$ cat config.mk
export PLATFORM = sky130hd
export DESIGN_NAME = imem_boot_loader
export DESIGN_NICKNAME = d
export VERILOG_FILES = /design/src/rtl/imem_boot_loader.sv
export SDC_FILE = /design/constraint.sdc
export NUM_CORES = 1
export LEC_CHECK = 0
export ABC_AREA = 1
export CORE_MARGIN = 1
export CORE_UTILIZATION = 40
export CTS_BUF_LIST = sky130_fd_sc_hd__clkbuf_8 sky130_fd_sc_hd__clkbuf_16
export CTS_CLUSTER_SIZE = 16
export DETAILED_ROUTE_END_ITERATION = 7
export HOLD_SLACK_MARGIN = 0.15
export PLACE_DENSITY_LB_ADDON = 0.3
export SKIP_CTS_REPAIR_TIMING = 1
export SLEW_MARGIN = 20
export SYNTH_ARGS = -nofsm -noshare
export SYNTH_HDL_FRONTEND = slang
export SYNTH_SLANG_ARGS = --single-unit
$ cat constraint.sdc
create_clock -name CLK -period 2.7 [get_ports CLK]
set_clock_uncertainty 0.15 [all_clocks]
set_input_delay 0.54 -clock CLK [delete_from_list [all_inputs] [get_ports CLK]]
set_output_delay 0.54 -clock CLK [all_outputs]
set_load 0.02 [all_outputs]
$ cat src/rtl/imem_boot_loader.sv
// Byte-stream program loader: packs LE bytes into 32-bit words, writes them to
// instruction memory and holds the CPU in reset until the image is complete.
module imem_boot_loader #(
    parameter logic [63:0] BASE_ADDR = 64'd0,
    parameter logic [31:0] MAX_WORDS = 32'd4096
) (
    input  logic        CLK,
    input  logic        RST,
    input  logic        START,
    input  logic        IN_VALID,
    input  logic [7:0]  IN_DATA,
    output logic        IN_READY,
    output logic [63:0] MEM_WADDR,
    output logic [31:0] MEM_DATAIN,
    output logic        MEM_WR,
    output logic        CPU_HOLD,
    output logic        DONE,
    output logic        ERR
);

    typedef enum logic [2:0] {
        S_IDLE, S_HDR, S_DATA, S_WRITE, S_DONE, S_ERROR
    } state_t;

    state_t      state, state_nxt;
    logic [1:0]  byte_idx;
    logic [23:0] acc;
    logic [31:0] word_idx;
    logic [31:0] len;
    logic        accept;
    logic        last_byte;
    logic [31:0] word_in;

    assign accept    = IN_VALID & IN_READY;
    assign last_byte = accept && (byte_idx == 2'd3);
    // first three bytes sit in acc, the fourth completes the word in place
    assign word_in   = {IN_DATA, acc};

    always_comb begin
        state_nxt = state;
        case (state)
            S_IDLE, S_DONE, S_ERROR: if (START) state_nxt = S_HDR;
            S_HDR: begin
                if (last_byte) begin
                    if (word_in == 32'd0)           state_nxt = S_DONE;
                    else if (word_in > MAX_WORDS)   state_nxt = S_ERROR;
                    else                            state_nxt = S_DATA;
                end
            end
            S_DATA:  if (last_byte) state_nxt = S_WRITE;
            S_WRITE: state_nxt = (word_idx + 32'd1 == len) ? S_DONE : S_DATA;
            default: state_nxt = S_IDLE;
        endcase
    end

    always_ff @(posedge CLK) begin
        if (!RST) begin
            state      <= S_IDLE;
            byte_idx   <= 2'd0;
            acc        <= 24'd0;
            word_idx   <= 32'd0;
            len        <= 32'd0;
            MEM_WADDR  <= BASE_ADDR;
            MEM_DATAIN <= 32'd0;
        end else begin
            state <= state_nxt;
            case (state)
                S_IDLE, S_DONE, S_ERROR: begin
                    if (START) begin
                        byte_idx <= 2'd0;
                        word_idx <= 32'd0;
                    end
                end
                S_HDR, S_DATA: begin
                    if (accept) begin
                        byte_idx <= byte_idx + 2'd1;
                        acc      <= {IN_DATA, acc[23:8]};
                    end
                    if (last_byte && state == S_HDR)
                        len <= word_in;
                    if (last_byte && state == S_DATA) begin
                        MEM_DATAIN <= word_in;
                        MEM_WADDR  <= BASE_ADDR + {30'd0, word_idx, 2'b00};
                    end
                end
                S_WRITE: word_idx <= word_idx + 32'd1;
                default: ;
            endcase
        end
    end

    assign IN_READY = (state == S_HDR) || (state == S_DATA);
    assign MEM_WR   = (state == S_WRITE);
    assign DONE     = (state == S_DONE);
    assign ERR      = (state == S_ERROR);
    assign CPU_HOLD = (state != S_DONE);

endmodule

==> results_dict.tcl <==
set metrics [dict create \
    status "finished, violations left" \
    violations "DRC" \
    vias 7342 \
    multi_input_area_um2 3760 \
    muxShareOfSynthArea 0 \
    crit_path_end_kind "flop" \
    setup_viol 0 \
    min_from "MEM_DATAIN[23]$_SDFFE_PN0P_" \
    worstSetupStartpoint "word_idx[0]$_SDFFE_PN0P_" \
    cts_tree "yes" \
    die_h_um 139 \
    ys_warn_count 0 \
    instances_no_fill 1455 \
    syn_area_um2 7530 \
    diodes 0 \
    cp_top_family "simple AND/OR/NAND/NOR gates" \
    synthCells 1128 \
    synth_area_leaders "dfxtp_1, nand2_1, a21oi_1, nor2_1, nand3_1" \
    hp-class "flop to flop" \
    synth-xor-area-share 0.0179 \
    synth_compound_area_frac 0.142 \
    yosysTopAreaCell "dfxtp_1" \
    grt_max_degree 58 \
    drc 8 \
    grt_first_pass_wirelength_mm 34.4 \
    port_buffers 80 \
    reg2reg_from "word_idx[0]$_SDFFE_PN0P_" \
    layout-drive-gt1-share 0.0922 \
    place_hpwl_mm 14.9 \
    seq_area_frac_synth 0.417 \
    power.static_leakage_nw 3.54 \
    synth_top_family_by_area "simple AND/OR/NAND/NOR gates" \
    finalNetCount 1227 \
    placed_cell_area_um2 8560 \
    yosysTopAreaCellShare 0.417 \
    critPathMaxStageDelay_ns 0.40 \
    cp_max_fo 6 \
    viasPerCell 5.05 \
    crit_arrival_ns 2.62 \
    rsz0062_at_grt "false" \
    maxSlewHeadroom 0.647 \
    final_area_um2 9270 \
    min_to "MEM_DATAIN[23]$_SDFFE_PN0P_" \
    required_ns 2.85 \
    r2r_end "state[1]$_SDFFE_PN0P_" \
    clock_sinks 157 \
    finalWirelength_mm 20.8 \
    rows 49 \
    maxSlewViolCount 0 \
    reg2reg_depth 17 \
    cts_root_buf "clkbuf_16" \
    grt_pass1_vias 6779 \
    start_kind "flop" \
    fmax_mhz 405 \
    clock_latency_ns 0.43 \
    die_area_um2 19400 \
    ys_ff_latch 157 \
    overflow 0 \
    dr.pass1.iters 8 \
    slowest_stage "dfxtp_1" \
    die_x_um 139 \
    cp_cell_sequence "ha_2 -> nand2_1 -> nor2_4 -> nand2_1 -> nor2_4 -> buf_4 -> nand3_1 -> nand3_1 -> nand2_1 -> nor2_1 -> nand2_1 -> nor2_1 -> nand3_1 -> nand2_1 -> nand2_1 -> nand2_1 -> a21oi_1" \
    register_area_um2 3150 \
    timing.final.ws_setup_ns 0.230 \
    clockBufferDepth 2 \
    synth_cell_types 26 \
    power_density_nw_per_um2 570 \
    max-cap-violations 0 \
    design.portCount 113 \
    finalCritPeriodShare 0.915 \
    min_period_ns 2.47 \
    clkTransAtPathRegs_ns 0.07 \
    htree_num_levels 4 \
    routabilityCongestion 0.972 \
    initial_core_util 0.414 \
    finalHoldViolCount 0 \
    antenna_found_initial 0 \
    path_buf_inv 1 \
    dr.first_iter.drc_count 660 \
    area.growth.synth_to_final_pct 23.1 \
    pre_cts_ws_ns -0.0164 \
    ir_drop_uv 455 \
    wl_per_cell_um 14.3 \
    fillers 1864 \
    antenna_left 0 \
    placed_cells 1421 \
    reg2reg_slack_ns 0.23 \
    cts_buffers 17 \
    synth-simple-area-share 0.309 \
    worst_slew_pin_slew_ns 0.530 \
    crit_top_cell "nand2_1" \
    hold_ws_ns 0.312 \
    synth_adder_area_share 0.00332 \
    track_usage 0.224 \
    core_area_um2 18200 \
    worstHoldPathCells 2 \
    critical_path_class "flop to flop" \
    synth.avg_cell_area_um2 6.68 \
]
[placed cells by master, fill, tap and decap left out, types with 3 or more instances in the layout]
| cell | netlist | final |
|---|---|---|
| inv_6 | 0 | 6 |
| nor4_1 | 6 | 6 |
| o21ai_0 | 61 | 59 |
| a21oi_1 | 151 | 151 |
| nor2_4 | 4 | 10 |
| dfxtp_1 | 157 | 150 |
| buf_4 | 33 | 36 |
| conb_1 | 1 | 32 |
| xor2_1 | 8 | 8 |
| nand4_1 | 8 | 8 |
| inv_2 | 8 | 9 |
| nand3_1 | 107 | 105 |
| nand2_2 | 3 | 3 |
| nor2_2 | 3 | 10 |
| clkdlybuf4s50_1 | 0 | 78 |
| clkbuf_16 | 0 | 17 |
| nand2_1 | 266 | 265 |
| inv_8 | 0 | 3 |
| dfxtp_2 | 0 | 7 |
| inv_1 | 91 | 90 |
| nor2_1 | 163 | 150 |
[report_power, final]
| part | internal [W] | switching (W) | total, W |
|---|---|---|---|
| registers | 0.00236 | 0.0000514 | 0.00241 |
| clock network | 0.00142 | 0.00108 | 0.00251 |
| logic | 0.000109 | 0.000254 | 0.000363 |
| total | 0.00389 | 0.00139 | 0.00528 |
[per-layer routing]
metal	share of wire	routed length (µm)	vias to the layer above	track usage
li1	-	-	3738	-
met1	0.48	10000	3351	0.304
met2	0.44	9260	232	0.352
met3	0.061	1280	21	0.0499
met4	0.014	302	0	0.0737
met5	0	0	-	0
[state kept, by name, indices dropped and copies added, names as in the netlist]
register    cells
word_idx       32
state           3
MEM_WADDR      32
MEM_DATAIN     32
len            32
byte_idx        2
acc            24
[layout make-up]
class / count / area share
well taps: 229 / 0.0309
multi-input cells: 821 / 0.405
clock inverters: 14 / 0.0181
repair buffers: 117 / 0.118
clock buffers: 18 / 0.0474
flip-flops and latches: 157 / 0.340
inverters: 99 / 0.0401
[metrics by stage]
stage               utilization  total power [W]  setup TNS, ns
finish                    0.509          0.00528              0
global route              0.509          0.00548              0
CTS                       0.504          0.00531         -0.155
detailed placement        0.470          0.00283        -0.0164
global placement          0.470          0.00282              0
floorplan                     -          0.00272              0
[synth_stat cells]
| library cell | count |
|---|---|
| or2_2 | 1 |
| xnor2_1 | 2 |
| nand2_1 | 266 |
| xor2_1 | 8 |
| nor2_1 | 163 |
| clkbuf_1 | 39 |
| or2_1 | 1 |
| buf_6 | 2 |
| buf_2 | 7 |
| nor2_2 | 3 |
| conb_1 | 1 |
| nor2_4 | 4 |
| inv_1 | 91 |
| buf_1 | 1 |
| o21ai_0 | 61 |
| nor4_1 | 6 |
| nand4_1 | 8 |
| dfxtp_1 | 157 |
| o21a_1 | 1 |
| nand3_1 | 107 |
| ha_1 | 2 |
| inv_2 | 8 |
| a21oi_1 | 151 |
| buf_4 | 33 |
| xor3_1 | 2 |
| nand2_2 | 3 |
[worst register-to-register path, stage by stage, from the launching register on]
cell	delay (ns)
dfxtp_1	0.40
ha_2	0.23
nand2_1	0.09
nor2_4	0.20
nand2_1	0.14
nor2_4	0.16
buf_4	0.14
nand3_1	0.08
nand3_1	0.10
nand2_1	0.05
nor2_1	0.10
nand2_1	0.06
nor2_1	0.12
nand3_1	0.09
nand2_1	0.07
nand2_1	0.05
nand2_1	0.05
a21oi_1	0.06
[how the worst max path moves through the flow]
stage	end	slack, ns	cells after the start
finish	state[1]$_SDFFE_PN0P_	0.23	17
global route	state[1]$_SDFFE_PN0P_	0.004	17
CTS	IN_READY	-0.1	6
detailed placement	state[1]$_SDFFE_PN0P_	-0.02	18
global placement	state[1]$_SDFFE_PN0P_	0.05	15
floorplan	state[1]$_SDFFE_PN0P_	0.39	18
[logic make-up (layout without fill, tap and decap cells)]
logic type / Yosys count / in the layout
adders and majority gates: 2 / 2
and+or+nand+nor: 562 / 562
xor gates and xnor gates: 12 / 12
buffers and inverters: 181 / 248
AOI/OAI and AO/OA: 213 / 213
DFF: 157 / 157
other: 1 / 32
Power figures use the tool's default switching activity.
==> RTL change 1 (same settings) <==
The 6 states of `state_t` get a one-hot encoding in 6 bits.
--- a/src/rtl/imem_boot_loader.sv
+++ b/src/rtl/imem_boot_loader.sv
@@ -18,8 +18,8 @@
     output logic        ERR
 );
 
-    typedef enum logic [2:0] {
-        S_IDLE, S_HDR, S_DATA, S_WRITE, S_DONE, S_ERROR
+    typedef enum logic [5:0] {
+        S_IDLE = 6'b000001, S_HDR = 6'b000010, S_DATA = 6'b000100, S_WRITE = 6'b001000, S_DONE = 6'b010000, S_ERROR = 6'b100000
     } state_t;
 
     state_t      state, state_nxt;
Formal check against the unedited RTL: no difference found for any inputs over 4 cycles, from zero or initial values and one cycle with RST low; so few cycles prove little.
==> RTL change 1 against the original RTL <==
  * Total power is 0.37% lower
  * Die area rose by 7.3%
  * Synthesized area up 7.4%
  * Routed wire length increased by 13%
  * Design area rose by 5.5%
  * Critical endpoint is now CPU_HOLD
  * Worst setup slack lost 0.11 ns
  * Largest power group unchanged
  * Sequential cell count increased by 3
  * Count of clock-buffer cells in the layout fell by 1
  * Worst hold slack about the same
  * Critical path type is now flop to output port
  * Critical path depth down 12
==> RTL change 1: results (changes against the original RTL) <==
Max VDD drop=451 uV (-0.76%); All-Layer GR Usage=23.4% (+1.0 points); vias in the first global route=7,163 (+5.7%); gpl congestion=0.901 (-7.4%); Unique masters post-synth=32 (+23%); pre-CTS WS=0.174 ns (+0.191 ns); Sw Share=26.4% (+0.13 points); cell family with most CP delay=buffers and inverters; DRT Pass-1 Iters=5 (-3); drt total wl=23,600 um (+13%); dpl cell area=0.00916 sq mm (+7.0%); Non-Filler Instances=1,590 (+9.3%); register area share after synthesis=39.6% (-2.1 points); CP max stage cell=clkdlybuf4s50_1; CP peak stage delay=0.54 ns (+0.14 ns); met2 Use GR=36.3% (+1.1 points); fmax=387 MHz (-4.4%); Mapped Cells=1,234 (+9.4%); clock slew at reported path FFs=0.07 ns (about the same); DP Wirelength=17,100 um (+15%); layout cells sized above 1=7.55% (-1.7 points); met1 Use GR=32.8% (+2.4 points); first-pass GRT wire length=37,400 um (+8.7%); initial DRC count=718 (+8.8%); nets=1,326 (+8.1%); synth cell count leaders=289 x nand2_1, 188 x nor2_1, 160 x dfxtp_1; leakage=3.89 nW (+9.9%); Synth area leaders=dfxtp_1 40%, nand2_1 13%, a21oi_1 9.6%; CP arrival=1.89 ns (-0.73 ns); met3 Use GR=3.54% (-1.4 points); largest net degree at the start of global routing=65 (+12%); outcome=finished clean; vias post-DR=8,047 (+9.6%); worst-path maximum fanout=4 (-2)
RTL change 1: power groups by stage:
stage | clock (W) | sequential [W] | combinational, W
after detailed placement | 0 | 0.00246 | 0.000341
after floorplan | 0 | 0.00245 | 0.000249
after CTS | 0.00253 | 0.00241 | 0.000342
after global placement | 0 | 0.00246 | 0.000338
final | 0.00251 | 0.00241 | 0.000344
after global routing | 0.00265 | 0.00241 | 0.000378
RTL change 1: routing by layer:
metal,share of wire [%],vias up
met5,0,-
met4,2.2,0
met3,6.3,38
met2,44,337
met1,48,3605
li1,-,4067
RTL change 1: logic make-up after synthesis:
group	Yosys count	share of synthesized area (%)
AO/OA/AOI/OAI	217	13.5
XOR/XNOR	1	0.108
adder cells (fa/ha/maj)	2	0.309
buffers and inverters	197	11.4
flip-flops	160	39.6
other	1	0.0464
AND/OR/NAND/NOR	656	35.1
RTL change 1: layout make-up:
cell class / instances / area, sq um
clock buffers: 17 / 425
clock inverters: 15 / 174
fillers: 2049 / 9870
inverters: 117 / 442
multi-input cells: 909 / 4120
flip-flops and latches: 160 / 3210
well taps: 265 / 332
repair buffers: 107 / 1090
RTL change 1: final timing paths:
check                 start              to  slack [ns]
max                state[2]        CPU_HOLD        0.12
min          MEM_DATAIN[24]  MEM_DATAIN[24]        0.31
max reg2reg     word_idx[1]        state[4]        0.20
min reg2reg  MEM_DATAIN[24]  MEM_DATAIN[24]        0.31
RTL change 1: worst min-delay path, stage by stage, from the launching register on:
cell     delay (ns)
dfxtp_1        0.31
nand2_1        0.06
a21oi_1        0.05
==> RTL change 2 (same flow settings) <==
Without the edit above. `MAX_WORDS`: 32'd4096 -> 32'd3072.
--- a/src/rtl/imem_boot_loader.sv
+++ b/src/rtl/imem_boot_loader.sv
@@ -2,7 +2,7 @@
 // instruction memory and holds the CPU in reset until the image is complete.
 module imem_boot_loader #(
     parameter logic [63:0] BASE_ADDR = 64'd0,
-    parameter logic [31:0] MAX_WORDS = 32'd4096
+    parameter logic [31:0] MAX_WORDS = 32'd3072
 ) (
     input  logic        CLK,
     input  logic        RST,
Formal check against the unedited RTL: not equivalent (Yosys sat finds a counterexample within 10 cycles, from zero or initial values and one cycle with RST low).
==> RTL change 2 against the original RTL <==
  * Synthesized area increased by 4.8%
  * Worst hold slack worse by 0.0017 ns
  * Worst setup slack got worse by 0.057 ns
  * Total power shrank 1.3%
  * Die area grew 4.7%
  * Maximum frequency decreased by 2.2%
  * Design area grew 3.2%
  * Global-route usage up 0.45 points
  * Sequential cell count did not move
  * Routed wire length is 8.5% higher
  * Sequential share of layout area is 1.1 points lower
  * Largest cell class unchanged
  * Largest power group is now registers
==> RTL change 2: results (changes against the original RTL) <==
initial DRC count=561 (-15%); leakage=3.72 nW (+5.3%); Post-Synth Adder-Cell Area=0.317% (-0.015 points); first-pass GRT wire length=35,900 um (+4.4%); register area share after synthesis=39.8% (-1.9 points); outcome=finished clean; layout cells sized above 1=7.70% (-1.5 points); Hold Path Origin=MEM_WADDR[5]; Max VDD drop=452 uV (-0.48%); largest net degree at the start of global routing=68 (+17%); DP Wirelength=16,200 um (+8.8%); vias in the first global route=6,884 (+1.5%); cell family with most CP delay=buffers and inverters; Unique masters post-synth=29 (+12%); Tightest Pin Transition=0.701 ns (+0.171 ns); dpl cell area=0.00894 sq mm (+4.5%); All-Layer GR Usage=22.8% (+0.45 points); CP peak stage delay=0.65 ns (+0.25 ns); synth cell count leaders=345 x nand2_1, 162 x nand3_1, 157 x dfxtp_1; pre-CTS WS=0.128 ns (+0.144 ns); CP max stage cell=clkdlybuf4s50_1; gpl congestion=0.896 (-7.9%); nets=1,313 (+7.0%); CP startpoint=state[1]; Vias/cell=4.99 (-1.2%); Post-Synth XOR/XNOR Area=0.333% (-1.5 points)
==> RTL change 2: cell count changes after synthesis, moves of 5 or more <==
cell	unedited run	this run
nand2_1	266	345
nand3_1	107	162
nor2_1	163	137
a21oi_1	151	132
xor2_1	8	2
nor3_1	0	5
nor4_1	6	1
==> RTL change 2: kinds of logic (layout without fill, tap and decap cells) <==
group / after synthesis / in the layout
adders and majority gates: 2 / 2
xor gates and xnor gates: 3 / 3
AOI/OAI and AO/OA: 196 / 196
DFF: 157 / 157
other: 1 / 32
and+or+nand+nor: 676 / 676
buffers and inverters: 183 / 246
==> RTL change 2: power groups by stage <==
stage	registers [W]	logic [W]	clock network, W
after floorplan	0.00248	0.000330	0
after global placement	0.00252	0.000416	0
after detailed placement	0.00252	0.000420	0
after CTS	0.00247	0.000422	0.00237
after global routing	0.00248	0.000476	0.00247
final	0.00247	0.000424	0.00232
==> RTL change 2: worst paths after layout <==
check,to,slack [ns],cells past startpoint
worst min register to register,MEM_WADDR[5],0.31,2
worst max-delay path,DONE,0.17,4
worst min-delay path,MEM_WADDR[5],0.31,2
worst max register to register,state[1],0.26,18
==> RTL change 2: worst register-to-register path: stages (launching register included) <==
cell     delay, ns
dfxtp_2       0.35
ha_2          0.20
nand2_2       0.09
nor2_4        0.23
nand3_1       0.19
inv_1         0.15
nand2_1       0.07
nand2_1       0.10
nand2_1       0.06
nand2_1       0.08
nand2_1       0.05
nor2_1        0.10
nand2_1       0.06
nor2_1        0.12
nand3_1       0.08
nand2_1       0.07
nand2_1       0.05
nand2_1       0.06
a21oi_1       0.05
==> RTL change 2: routing by layer <==
metal  vias to the layer above  wire length, um  part of all wire (%)  GRT usage [%]
met4                         0              403                   1.8           7.47
li1                       4047                -                     -              -
met3                        31             1160                   5.1           4.14
met5                         -                0                     0              0
met2                       239            10200                    45           35.6
met1                      3546            10900                    48           31.7
==> RTL change 2: area by class of cell <==
type                       count  area [sq um]  share of cell area (%)
clock inverter                15           139                    1.45
inverter                      98           368                    3.84
timing repair buffer         116          1110                    11.6
tap                          265           332                    3.46
multi-input combinational    909          4050                    42.3
sequential                   157          3150                    32.9
clock buffer                  17           425                    4.44
==> RTL change 2: metrics by stage <==
step,cells,total power (W)
final,1577,0.00521
after global routing,1577,0.00542
after CTS,1574,0.00526
after detailed placement,1542,0.00294
after global placement,1542,0.00294
after floorplan,1249,0.00281
